[config.mk]
export PLATFORM = sky130hd
export DESIGN_NAME = mem_arbiter
export DESIGN_NICKNAME = d
export VERILOG_FILES = /design/src/rtl/mem_arbiter.sv
export SDC_FILE = /design/constraint.sdc
export NUM_CORES = 1
export LEC_CHECK = 0
export CORE_AREA = 3 3 103 105
export DETAILED_ROUTE_END_ITERATION = 7
export DIE_AREA = 0 0 106 108
export GPL_TIMING_DRIVEN = 0
export SLEW_MARGIN = 20
export SYNTH_ARGS = -nofsm -noshare
export SYNTH_HDL_FRONTEND = slang
export SYNTH_SLANG_ARGS = --single-unit
[constraint.sdc]
create_clock -name CLK -period 3 [get_ports CLK]
set_clock_uncertainty 0.1 [all_clocks]
set_input_delay 0.6 -clock CLK [delete_from_list [all_inputs] [get_ports CLK]]
set_output_delay 0.6 -clock CLK [all_outputs]
set_load 0.03 [all_outputs]
[src/rtl/mem_arbiter.sv]
// Shared RAM port arbiter: data accesses normally win, and a bounded starvation
// counter forces an instruction fetch through after STARVE_MAX data grants.
module mem_arbiter #(
  parameter int ADDR_W     = 32,
  parameter int DATA_W     = 32,
  parameter int STARVE_MAX = 4
) (
  input  logic              CLK,
  input  logic              RST,
  // instruction-fetch side
  input  logic              iREN,
  input  logic [ADDR_W-1:0] iaddr,
  output logic              iwait,
  output logic [DATA_W-1:0] iload,
  // data side
  input  logic              dREN,
  input  logic              dWEN,
  input  logic [ADDR_W-1:0] daddr,
  input  logic [DATA_W-1:0] dstore,
  output logic              dwait,
  output logic [DATA_W-1:0] dload,
  // RAM side
  output logic              ramREN,
  output logic              ramWEN,
  output logic [ADDR_W-1:0] ramaddr,
  output logic [DATA_W-1:0] ramstore,
  input  logic [DATA_W-1:0] ramload,
  input  logic [1:0]        ramstate,
  output logic              err
);

  localparam int SCNT_W = $clog2(STARVE_MAX + 1);
  localparam logic [SCNT_W-1:0] SCNT_MAX = SCNT_W'(STARVE_MAX);

  typedef enum logic [1:0] {
    RAM_FREE   = 2'd0,
    RAM_BUSY   = 2'd1,
    RAM_ACCESS = 2'd2,
    RAM_ERROR  = 2'd3
  } ram_state_e;

  typedef enum logic [1:0] {
    IDLE = 2'd0,
    IGNT = 2'd1,
    DGNT = 2'd2
  } state_e;

  state_e            state_q, state_d;
  logic [SCNT_W-1:0] scnt_q,  scnt_d;

  logic d_req;
  logic starved;
  logic ram_done;
  logic ram_err;

  assign d_req    = dREN | dWEN;
  assign starved  = iREN && (scnt_q == SCNT_MAX);
  assign ram_done = (ramstate == RAM_ACCESS) || (ramstate == RAM_ERROR);
  assign ram_err  = (ramstate == RAM_ERROR);

  // Read data is a plain passthrough; the owner qualifies it with its wait.
  assign iload = ramload;
  assign dload = ramload;

  // NOTE: state registers use non-blocking assignments so every flop samples
  // the pre-edge value of its neighbours, independent of process order.
  always_ff @(posedge CLK) begin
    if (RST) begin
      state_q <= IDLE;
      scnt_q  <= '0;
    end else begin
      state_q <= state_d;
      scnt_q  <= scnt_d;
    end
  end

  // NOTE: every output of this block is given a default before the case so no
  // path leaves a signal unassigned, which would otherwise infer a latch.
  always_comb begin
    state_d  = state_q;
    scnt_d   = scnt_q;
    iwait    = 1'b1;
    dwait    = 1'b1;
    ramREN   = 1'b0;
    ramWEN   = 1'b0;
    ramaddr  = '0;
    ramstore = '0;
    err      = 1'b0;

    unique case (state_q)
      IDLE: begin
        if (d_req && !starved) begin
          state_d = DGNT;
          if (!iREN)                 scnt_d = '0;
          else if (scnt_q != SCNT_MAX) scnt_d = scnt_q + 1'b1;
        end else if (iREN) begin
          state_d = IGNT;
          scnt_d  = '0;
        end else begin
          scnt_d  = '0;
        end
      end

      IGNT: begin
        if (!iREN) begin
          // Fetch withdrew its request: drop the RAM enables and give up the port.
          state_d = IDLE;
        end else begin
          ramREN  = 1'b1;
          ramaddr = iaddr;
          if (ram_done) begin
            iwait   = 1'b0;
            err     = ram_err;
            state_d = IDLE;
          end
        end
      end

      DGNT: begin
        if (!d_req) begin
          state_d = IDLE;
        end else begin
          ramaddr  = daddr;
          ramstore = dstore;
          ramWEN   = dWEN;
          ramREN   = ~dWEN;
          if (ram_done) begin
            dwait   = 1'b0;
            err     = ram_err;
            state_d = IDLE;
          end
        end
      end

      default: state_d = IDLE;
    endcase
  end

endmodule

==> run metrics, run 1 <==
status=finished clean; first-pass GRT wire length=12,900 um; DP Cell Count=roughly 590; die span in y=108 um; CP max FO=10; Max stage delay on crit path=0.48 ns; number of H-tree levels=1; # fillers=1,019; clock tree buffer depth=2; Die Footprint=0.0114 mm2; cells after synthesis=roughly 230; post-synthesis register bit count=5; Cell Count, Final, Fillers Out=598; # nets final=608; Max-Cap Viols=0; Crit. End Element=output pin; post-synth net total=around 370; CP arrival=approximately 2.2 ns; Placement Rows=36; initial antenna violation count=0; 1st-pass router iterations=4; Critical Path Start=dREN; clock-pin transition on the worst setup and hold timing paths=0.04 ns; Worst Hold Class=flop to flop; DR iter-0 viols=~120; Tmin final=around 2.9 ns; RSZ-0062 raised after global routing=true; Mapped Area=0.00164 mm2; Worst R2R Start=state_q[0]$_SDFFE_PP0P_; DRC Markers=0; crit path kind=input pin to output pin; Synth warnings=0; Util after Layout=a little over two fifths; crit-path cells=clkdlybuf4s50_1 -> o21a_2 -> buf_6 -> clkbuf_4 -> nand2_1 -> dlygate4sd2_1; # IOs=268; DR vias/cell=3.88; total power=0.000989 W; Worst-Margin Slew=just under 0.4 ns; vias in the first global route=2,304; post-CTS setup buffers=0; dpl ws=-0.372 ns; register area share after synthesis=6.11%; total grt overflow=0; setup TNS=0 ns; # port buffers=235; Avg Synthesized Cell Area=about 7.2 um2; Final Max Slew Viols=0; Power Density=243 mW/mm2; Async SR Flop Fraction=0%; Post-synth EDFFs=0; Area growth syn-to-layout=149%; Inserted Clock Buffers=3; Top FF cell, synth=dfxtp_1; Die X=about 110 um; Max VDD drop=~0.17 mV; clock root buffer=clkbuf_8; HPWL after DPL=7900 um; Tcrit/Tclk final=95.8%; RD Place Congestion=0.763; crit start category=input pin; worst-skew pair later-pin latency=0.23 ns; slowest cell on the critical path=clkdlybuf4s50_1; fmax=about 350 MHz; via count=2,320; ant diodes=0; GRT Util Overall=about 14%; clk sinks=5; pin count of the biggest net entering global routing=11; core outline area=0.00973 mm2; DR WL/cell=15.0 um; Worst EP required=about 2.3 ns; layout cell share with drive strength beyond 1=30.3%; Hold Buf Count CTS=0; TritonCTS clock tree=done; Initial Utilization=16.8%; Distinct cells, synth=32; endpoints failing setup=0; Rel. slew slack=between 70% and 80%; fin worst setup slack=0.125 ns; final hold vios=0; number of routed nets with antenna violations=0; drt total wl=8980 um; HP Start=scnt_q[1]$_SDFFE_PP0P_; LEAKAGE=1.71 nW
-- report_power, final --
group | leakage (nW) | switching (W) | total (W) | internal [W]
logic | 1.65 | 0.000390 | 0.000779 | 0.000389
clock network | 0.0228 | 0.0000381 | 0.000130 | 0.0000916
registers | 0.0409 | 0.00000627 | 0.0000797 | 0.0000734
total | 1.71 | 0.000434 | 0.000989 | 0.000554
-- layout make-up --
cell class	count	area [um2]	share of cell area (%)
repair buffers	235	2220	54.5
flip-flops and latches	5	100	2.46
well taps	133	166	4.08
multi-input cells	135	945	23.2
inverters	8	30.0	0.737
clock buffers	4	45.0	1.10
plain buffers	78	569	14.0
-- metal layers --
| metal | wire (um) | share of wire, % | track usage [%] | vias to the layer above |
|---|---|---|---|---|
| met5 | 0 | 0 | 0 | - |
| met4 | 84 | 0.94 | 2.87 | 0 |
| met3 | 815 | 9.1 | 3.46 | 6 |
| met2 | 4950 | 55 | 28.3 | 120 |
| met1 | 3130 | 35 | 15.3 | 1025 |
| li1 | - | - | - | 1169 |
-- timing repair --
action                                  4_1_cts  5_1_grt
resized for setup                           139       54
gates cloned                                  0        0
endpoints found under the setup margin       68       58
-- cell usage after synthesis, types with 2 or more instances --
cell,instances,area [um2]
a21oi_1,2,10.0
a22oi_1,32,240
and2_1,33,206
buf_2,4,20.0
buf_4,68,510
clkbuf_1,3,11.3
clkbuf_2,2,10.0
dfxtp_1,5,100
ha_1,7,87.6
inv_1,8,30.0
nand2_1,3,11.3
nor2_1,4,15.0
nor2b_1,34,213
nor3_1,3,15.0
-- path summary, 6_finish.rpt --
path,cells after the start,slack [ns],endpoint
setup / recovery,6,0.13,dwait
hold / removal,2,0.44,scnt_q[1]$_SDFFE_PP0P_
setup reg to reg,6,1.38,state_q[1]$_SDFFE_PP0P_
hold reg to reg,2,0.44,scnt_q[1]$_SDFFE_PP0P_
-- worst max-delay path, delay by kind of cell --
kind                   cells  cell delay, ns
AOI/OAI and AO/OA          1            0.29
buffers and inverters      4            1.21
and+or+nand+nor            1            0.06
-- state kept, by name, indices dropped and copies added, names as in the netlist --
name,count
state_q,2
scnt_q,3
-- cell usage in the layout (no fill, tap or decap), types with 2 or more instances in the layout --
master | netlist | layout
and2_1 | 33 | 33
clkdlybuf4s50_1 | 0 | 166
buf_2 | 4 | 4
nor2b_1 | 34 | 34
nand2_1 | 3 | 3
ha_1 | 7 | 7
clkbuf_8 | 0 | 3
nor2_1 | 4 | 4
clkbuf_4 | 0 | 2
a21oi_1 | 2 | 2
clkbuf_1 | 3 | 3
buf_4 | 68 | 68
dfxtp_1 | 5 | 5
clkdlybuf4s15_2 | 0 | 27
clkbuf_2 | 2 | 32
a22oi_1 | 32 | 32
nor3_1 | 3 | 3
dlygate4sd2_1 | 0 | 10
inv_1 | 8 | 8
-- metrics by stage --
stage | area (um2) | hold WS (ns)
CTS | 4210 | 0.449
global placement | 4160 | 0.426
floorplan | 1640 | 0.411
finish | 4080 | 0.441
global route | 4080 | 0.480
detailed placement | 4160 | 0.444
-- logic make-up after synthesis --
kind of cell             synth area share, %
buffers and inverters                   36.2
AND/OR/NAND/NOR                         29.8
AO/OA/AOI/OAI                           20.9
adder cells (fa/ha/maj)                 5.35
flip-flops                              6.11
XOR/XNOR                                1.07
multiplexers                           0.611
Power figures use the tool's default switching activity.
==> run 2, diff against run 1 <==
--- a/constraint.sdc
+++ b/constraint.sdc
@@ -4,2 +4,2 @@
 set_output_delay 0.6 -clock CLK [all_outputs]
-set_load 0.03 [all_outputs]
+set_load 0.1 [all_outputs]
==> run 2 against run 1 <==
  * Non-clock buffer count is the same
  * Routed wire length grew 0.45%
  * Total power grew 55%
  * Clock-buffer cell count unchanged
  * Hold slack gained 0.0024 ns
  * Register-to-register slack better by 0.04 ns
  * Die area is the same
  * Maximum frequency down 0.82%
  * Setup slack lost 0.024 ns
  * Final cell count did not move
  * Critical path type unchanged
  * Highest routed layer unchanged
==> run metrics, run 2 (synthesis gave the netlist of run 1 again) <==
status=finished clean; Final Max Slew Viols=0 (unchanged); drt total wl=9020 um (+0.45%); HPWL after DPL=7990 um (+1.2%); final hold vios=0 (unchanged); endpoints failing setup=0 (unchanged); TritonCTS clock tree=done; fin worst setup slack=0.102 ns (-0.0236 ns); fmax=345 MHz (-0.82%); reg2reg setup slack=1.42 ns (+0.04 ns); Tmin final=2.90 ns (+0.0236 ns); first-pass GRT wire length=13,400 um (+4.1%); core outline area=0.00973 mm2 (unchanged); clock-pin transition on the worst setup and hold timing paths=0.03 ns (about the same); RSZ-0062 raised after global routing=false; Inserted Clock Buffers=3 (unchanged); layout cell share with drive strength beyond 1=38.7% (+8.4 points); number of routed nets with antenna violations=0 (unchanged); pin count of the biggest net entering global routing=11 (unchanged); Gate power share=86.9% (+8.1 points); # IOs=268 (unchanged); DR vias/cell=3.95 (+1.7%); most common cell after layout, fill and taps aside=clkdlybuf4s50_1; GRT Util Overall=14.7% (+0.42 points); Biggest register=scnt_q; slowest cell on the critical path=dlygate4sd2_1; worst hold slack=0.444 ns (+0.00238 ns); clock root buffer=clkbuf_8; DRC Markers=0 (unchanged); Worst EP required=2.30 ns (about the same); crit path kind=input pin to output pin; post-CTS setup buffers=0 (unchanged); Top delay family on crit path=buffers and inverters; Max-Cap Viols=0 (unchanged); crit start category=input pin; Placement Rows=36 (unchanged); Area growth syn-to-layout=150%; Power Density=373 mW/mm2 (+54%); 1st-pass router iterations=4 (unchanged); net switching power=0.000955 W (+120%); number of H-tree levels=1 (unchanged); Worst Hold Class=flop to flop; die span in y=108 um (unchanged); clk sinks=5 (unchanged); vias in the first global route=2,417 (+4.9%); crit-path cells=clkdlybuf4s50_1 -> inv_1 -> nor2_1 -> dlygate4sd2_1; sequential cell area=100 um2 (unchanged); cell internal pwr=0.000575 W (+3.8%); clock tree buffer depth=2 (unchanged); ant diodes=0 (unchanged); Largest register FFs=3 (unchanged); Worst-Margin Slew=0.983 ns (+0.585 ns); area occupied by multi-input gates=0.00102 mm2 (+7.9%); Max stage delay on crit path=0.87 ns (+0.39 ns); DR iter-0 viols=84 (-31%); Initial Utilization=16.8% (unchanged); # nets final=608 (unchanged); Util after Layout=42.1% (+0.23 points); Tcrit/Tclk final=96.6% (+0.79 points); switching fraction of total power=62.4% (+18 points); Max VDD drop=0.264 mV (+54%); Sequential Power Share=5.2% (-2.9 points); clock share of power=7.9% (-5.2 points); Rel. slew slack=34.3% (-39 points); via count=2,360 (+1.7%); Die X=106 um (unchanged); Hold Buf Count CTS=0 (unchanged); CP max FO=4 (-6); LEAKAGE=1.77 nW (+3.5%); worst-skew pair later-pin latency=0.22 ns (about the same); Top Registers=scnt_q: 3 flops, state_q: 2 flops; DR WL/cell=15.1 um (+0.45%); CP arrival=2.20 ns (+0.03 ns); total grt overflow=0 (unchanged); # fillers=1,053 (+3.3%); commonest non-fill, non-tap cells in the layout=clkdlybuf4s50_1 (165), buf_4 (112), and2_1 (33); Die Footprint=0.0114 mm2 (unchanged); # port buffers=235 (unchanged); dpl ws=-0.812 ns (-0.440 ns); initial antenna violation count=0 (unchanged); RD Place Congestion=0.747 (-2.1%); Crit. End Element=output pin; Buf+Inv Stages, Crit Path=3 (-1)
## run 2: cell types whose count changed in the layout (fill, tap and decap cells not counted), moves of 2 or more
cell / delta
dlygate4sd2_1: -9
buf_6: +2
clkbuf_2: -30
nor2b_2: +29
nor2b_1: -29
clkbuf_4: +11
buf_4: +44
buf_2: +8
clkdlybuf4s15_2: -26
## run 2: worst paths after layout
check | startpoint | endpoint | cells after the start
worst max-delay path | dWEN | ramWEN | 4
worst min-delay path | scnt_q[1]$_SDFFE_PP0P_ | scnt_q[1]$_SDFFE_PP0P_ | 2
worst max register to register | state_q[0]$_SDFFE_PP0P_ | state_q[1]$_SDFFE_PP0P_ | 6
worst min register to register | scnt_q[1]$_SDFFE_PP0P_ | scnt_q[1]$_SDFFE_PP0P_ | 2
## run 2: per-stage QoR
| stage | cells | instance area (um2) | TNS [ns] | power (W) |
|---|---|---|---|---|
| 2_1_floorplan | 226 | 1710 | 0 | 0.00107 |
| 3_3_place_gp | 594 | 4230 | -49.57 | 0.00143 |
| 3_5_place_dp | 594 | 4230 | -49.90 | 0.00144 |
| 4_1_cts | 598 | 4080 | 0 | 0.00154 |
| 5_1_grt | 598 | 4100 | 0 | 0.00160 |
| 6_report | 598 | 4100 | 0 | 0.00153 |
## run 2: repair_timing
action / CTS / global route
cloned: 0 / 0
gates resized for setup: 368 / 39
endpoints found under the hold margin: 0 / 0
setup endpoints to repair: 69 / 54
## run 2: cell type report
cell class	count	share of cell area, %
multi-input cells	135	24.9
flip-flops and latches	5	2.44
inverters	8	0.733
well taps	133	4.06
repair buffers	235	53.0
plain buffers	78	13.8
clock buffers	4	1.10
## run 2: layer usage
metal	global-route usage, %	vias up	wire length, um	share of wire (%)
met4	2.41	0	127	1.4
met2	29.0	126	4920	55
met5	0	-	0	0
li1	-	1166	-	-
met1	15.8	1060	3250	36
met3	3.94	8	724	8.0
## run 2: power by group through the flow
stage | logic (W) | registers (W) | clock network, W
after global placement | 0.00135 | 0.0000804 | 0
after global routing | 0.00138 | 0.0000806 | 0.000133
after CTS | 0.00133 | 0.0000799 | 0.000126
final | 0.00133 | 0.0000798 | 0.000121
after detailed placement | 0.00136 | 0.0000808 | 0
after floorplan | 0.000987 | 0.0000791 | 0
## run 2: worst min-delay path: stages (launching register included)
cell and delay [ns]:
dfxtp_1 0.32, mux2i_1 0.12, nor3_1 0.05
==> run 3, diff against run 2 <==
CORE_AREA = 2 2 105 107   (was 3 3 103 105)
DIE_AREA = 0 0 107 109   (was 0 0 106 108)
==> run 3 against run 2 <==
  * Routed wire length fell by 8.0%
  * Register-to-register slack worse by 0.04 ns
  * Sequential power about the same
  * Clock power up 7%
  * Critical path type unchanged
  * Critical endpoint unchanged
  * Largest power group unchanged
==> run metrics, run 3 (synthesis gave the netlist of run 1 again) <==
post-CTS setup buffers=0 (unchanged); Max-Cap Viols=0 (unchanged); Gate power share=86.4% (-0.5 points); Worst Hold Class=flop to flop; CP arrival=2.24 ns (+0.04 ns); most common cell after layout, fill and taps aside=clkdlybuf4s50_1; Max VDD drop=0.179 mV (-32%); via count=2,401 (+1.7%); post-CTS sizing=393 (+6.8%); area occupied by multi-input gates=0.00103 mm2 (+0.61%); net switching power=0.000967 W (+1.3%); initial antenna violation count=0 (unchanged); hold path depth=2 (unchanged); clk sinks=5 (unchanged); Sequential Power Share=5.1% (about the same); pin count of the biggest net entering global routing=11 (unchanged); Worst EP required=2.30 ns (about the same); # fillers=1,073 (+1.9%); LEAKAGE=1.78 nW (+0.59%); # nets final=608 (unchanged); commonest non-fill, non-tap cells in the layout=clkdlybuf4s50_1 (165), buf_4 (115), and2_1 (33); HPWL after DPL=7230 um (-9.6%); DR iter-0 viols=72 (-14%); DR WL/cell=13.7 um (-9.1%); first-pass GRT wire length=11,600 um (-14%); Power Density=374 mW/mm2 (+0.15%); Placement Rows=38 (+5.6%); Tmin final=2.94 ns (+0.0426 ns); final hold vios=0 (unchanged); Worst R2R Start=state_q[0]$_SDFFE_PP0P_; fmax=340 MHz (-1.4%); die span in y=109 um (+0.93%); # port buffers=235 (unchanged); RD Place Congestion=0.787 (+5.4%); HP Start=scnt_q[1]$_SDFFE_PP0P_; number of H-tree levels=1 (unchanged); core outline area=0.0106 mm2 (+9.0%); clock-pin transition on the worst setup and hold timing paths=0.04 ns (about the same); Initial Utilization=15.4% (-1.4 points); crit start category=input pin; Worst R2R End=state_q[1]$_SDFFE_PP0P_; Inserted Clock Buffers=3 (unchanged); ant diodes=0 (unchanged); dpl ws=-0.840 ns (-0.0283 ns); Rel. slew slack=34.2% (-0.089 points); Die X=107 um (+0.94%); Hold Crit Endpoint=scnt_q[1]$_SDFFE_PP0P_; Area growth syn-to-layout=153%; clock share of power=8.4% (+0.5 points); status=finished clean; layout cell share with drive strength beyond 1=38.9% (+0.22 points); fin worst setup slack=0.0591 ns (-0.0426 ns); Top delay family on crit path=buffers and inverters; total grt overflow=0 (unchanged); reg2reg setup slack=1.38 ns (-0.04 ns); 1st-pass router iterations=4 (unchanged); TritonCTS clock tree=done; # IOs=268 (unchanged); GRT Util Overall=12.5% (-2.1 points); Register-to-Register Path Depth=6 (unchanged); Hold Buf Count CTS=0 (unchanged); slowest cell on the critical path=clkdlybuf4s15_1; sequential cell area=100 um2 (unchanged); Largest register FFs=3 (unchanged); switching fraction of total power=62.4% (about the same); clock tree buffer depth=2 (unchanged); crit-path cells=clkdlybuf4s50_1 -> inv_1 -> nor2_1 -> clkdlybuf4s15_1; drt total wl=8300 um (-8.0%); DR vias/cell=3.97 (+0.56%); cell internal pwr=0.000584 W (+1.4%); endpoints failing setup=0 (unchanged); Crit. End Element=output pin; Tcrit/Tclk final=98.0% (+1.4 points); CP max FO=4 (unchanged); crit path kind=input pin to output pin; number of routed nets with antenna violations=0 (unchanged); Worst-Margin Slew=0.984 ns (+0.00134 ns); Die Footprint=0.0117 mm2 (+1.9%); Util after Layout=39.1% (-3.0 points); Final Max Slew Viols=0 (unchanged); clock root buffer=clkbuf_8; Biggest register=scnt_q; vias in the first global route=2,289 (-5.3%); worst-skew pair later-pin latency=0.23 ns (about the same); Max stage delay on crit path=0.84 ns (-0.03 ns); Buf+Inv Stages, Crit Path=3 (unchanged); Top Registers=scnt_q: 3 flops, state_q: 2 flops; DRC Markers=0 (unchanged)
==> run 3: changes by cell type in the layout (fill, tap and decap cells not counted), sizes merged <==
| cell | delta |
|---|---|
| buf | +12 |
| clkbuf | -12 |
| clkdlybuf4s18 | +1 |
| dlygate4sd2 | -1 |
==> run 3: final cells by class <==
cell class	instances	share of cell area, %
well taps	140	4.22
flip-flops and latches	5	2.41
plain buffers	78	13.6
inverters	8	0.724
clock buffers	4	1.09
repair buffers	235	53.2
multi-input cells	135	24.7
==> run 3: worst reg2reg max path: stages, from the launching register on <==
cell and delay (ns):
dfxtp_1 0.33, inv_1 0.13, ha_1 0.23, o21a_2 0.20, buf_6 0.16, o21ai_2 0.08
a2111oi_2 0.28
==> run 3: power groups by stage <==
stage | logic [W] | clock network, W | registers [W]
final | 0.00134 | 0.000130 | 0.0000798
after global routing | 0.00139 | 0.000141 | 0.0000803
after CTS | 0.00134 | 0.000134 | 0.0000796
after detailed placement | 0.00136 | 0 | 0.0000807
after global placement | 0.00135 | 0 | 0.0000804
after floorplan | 0.000987 | 0 | 0.0000791
==> run 3: through the flow <==
stage	cell area (um2)	hold WS [ns]	cells	power [W]	TNS, ns
floorplan	1710	0.411	226	0.00107	0
finish	4150	0.454	605	0.00155	0
CTS	4100	0.469	605	0.00155	-0.252
global placement	4240	0.430	601	0.00143	-49.74
global route	4150	0.483	605	0.00161	-0.0256
detailed placement	4240	0.453	601	0.00144	-50.23
==> run 3: routing by layer <==
layer  share of wire [%]  up-vias  global-route usage [%]  routed length (um)
met5                   0        -                       0                   0
met4                0.80        0                    2.32                  66
met3                  10        7                    3.23                 830
met2                  53      150                    24.9                4370
met1                  37     1073                    13.3                3030
li1                    -     1171                       -                   -
==> run 3: worst max-delay path by stage <==
stage	slack, ns	endpoint	start	depth (start not counted)
4_1_cts	-0.25	ramREN	iREN	7
3_3_place_gp	-0.83	ramREN	iREN	7
5_1_grt	-0.009	ramstore[10]	dREN	6
3_5_place_dp	-0.84	ramREN	iREN	7
6_report	0.06	ramWEN	dWEN	4
2_1_floorplan	0.01	ramaddr[11]	state_q[0]$_SDFFE_PP0P_	6
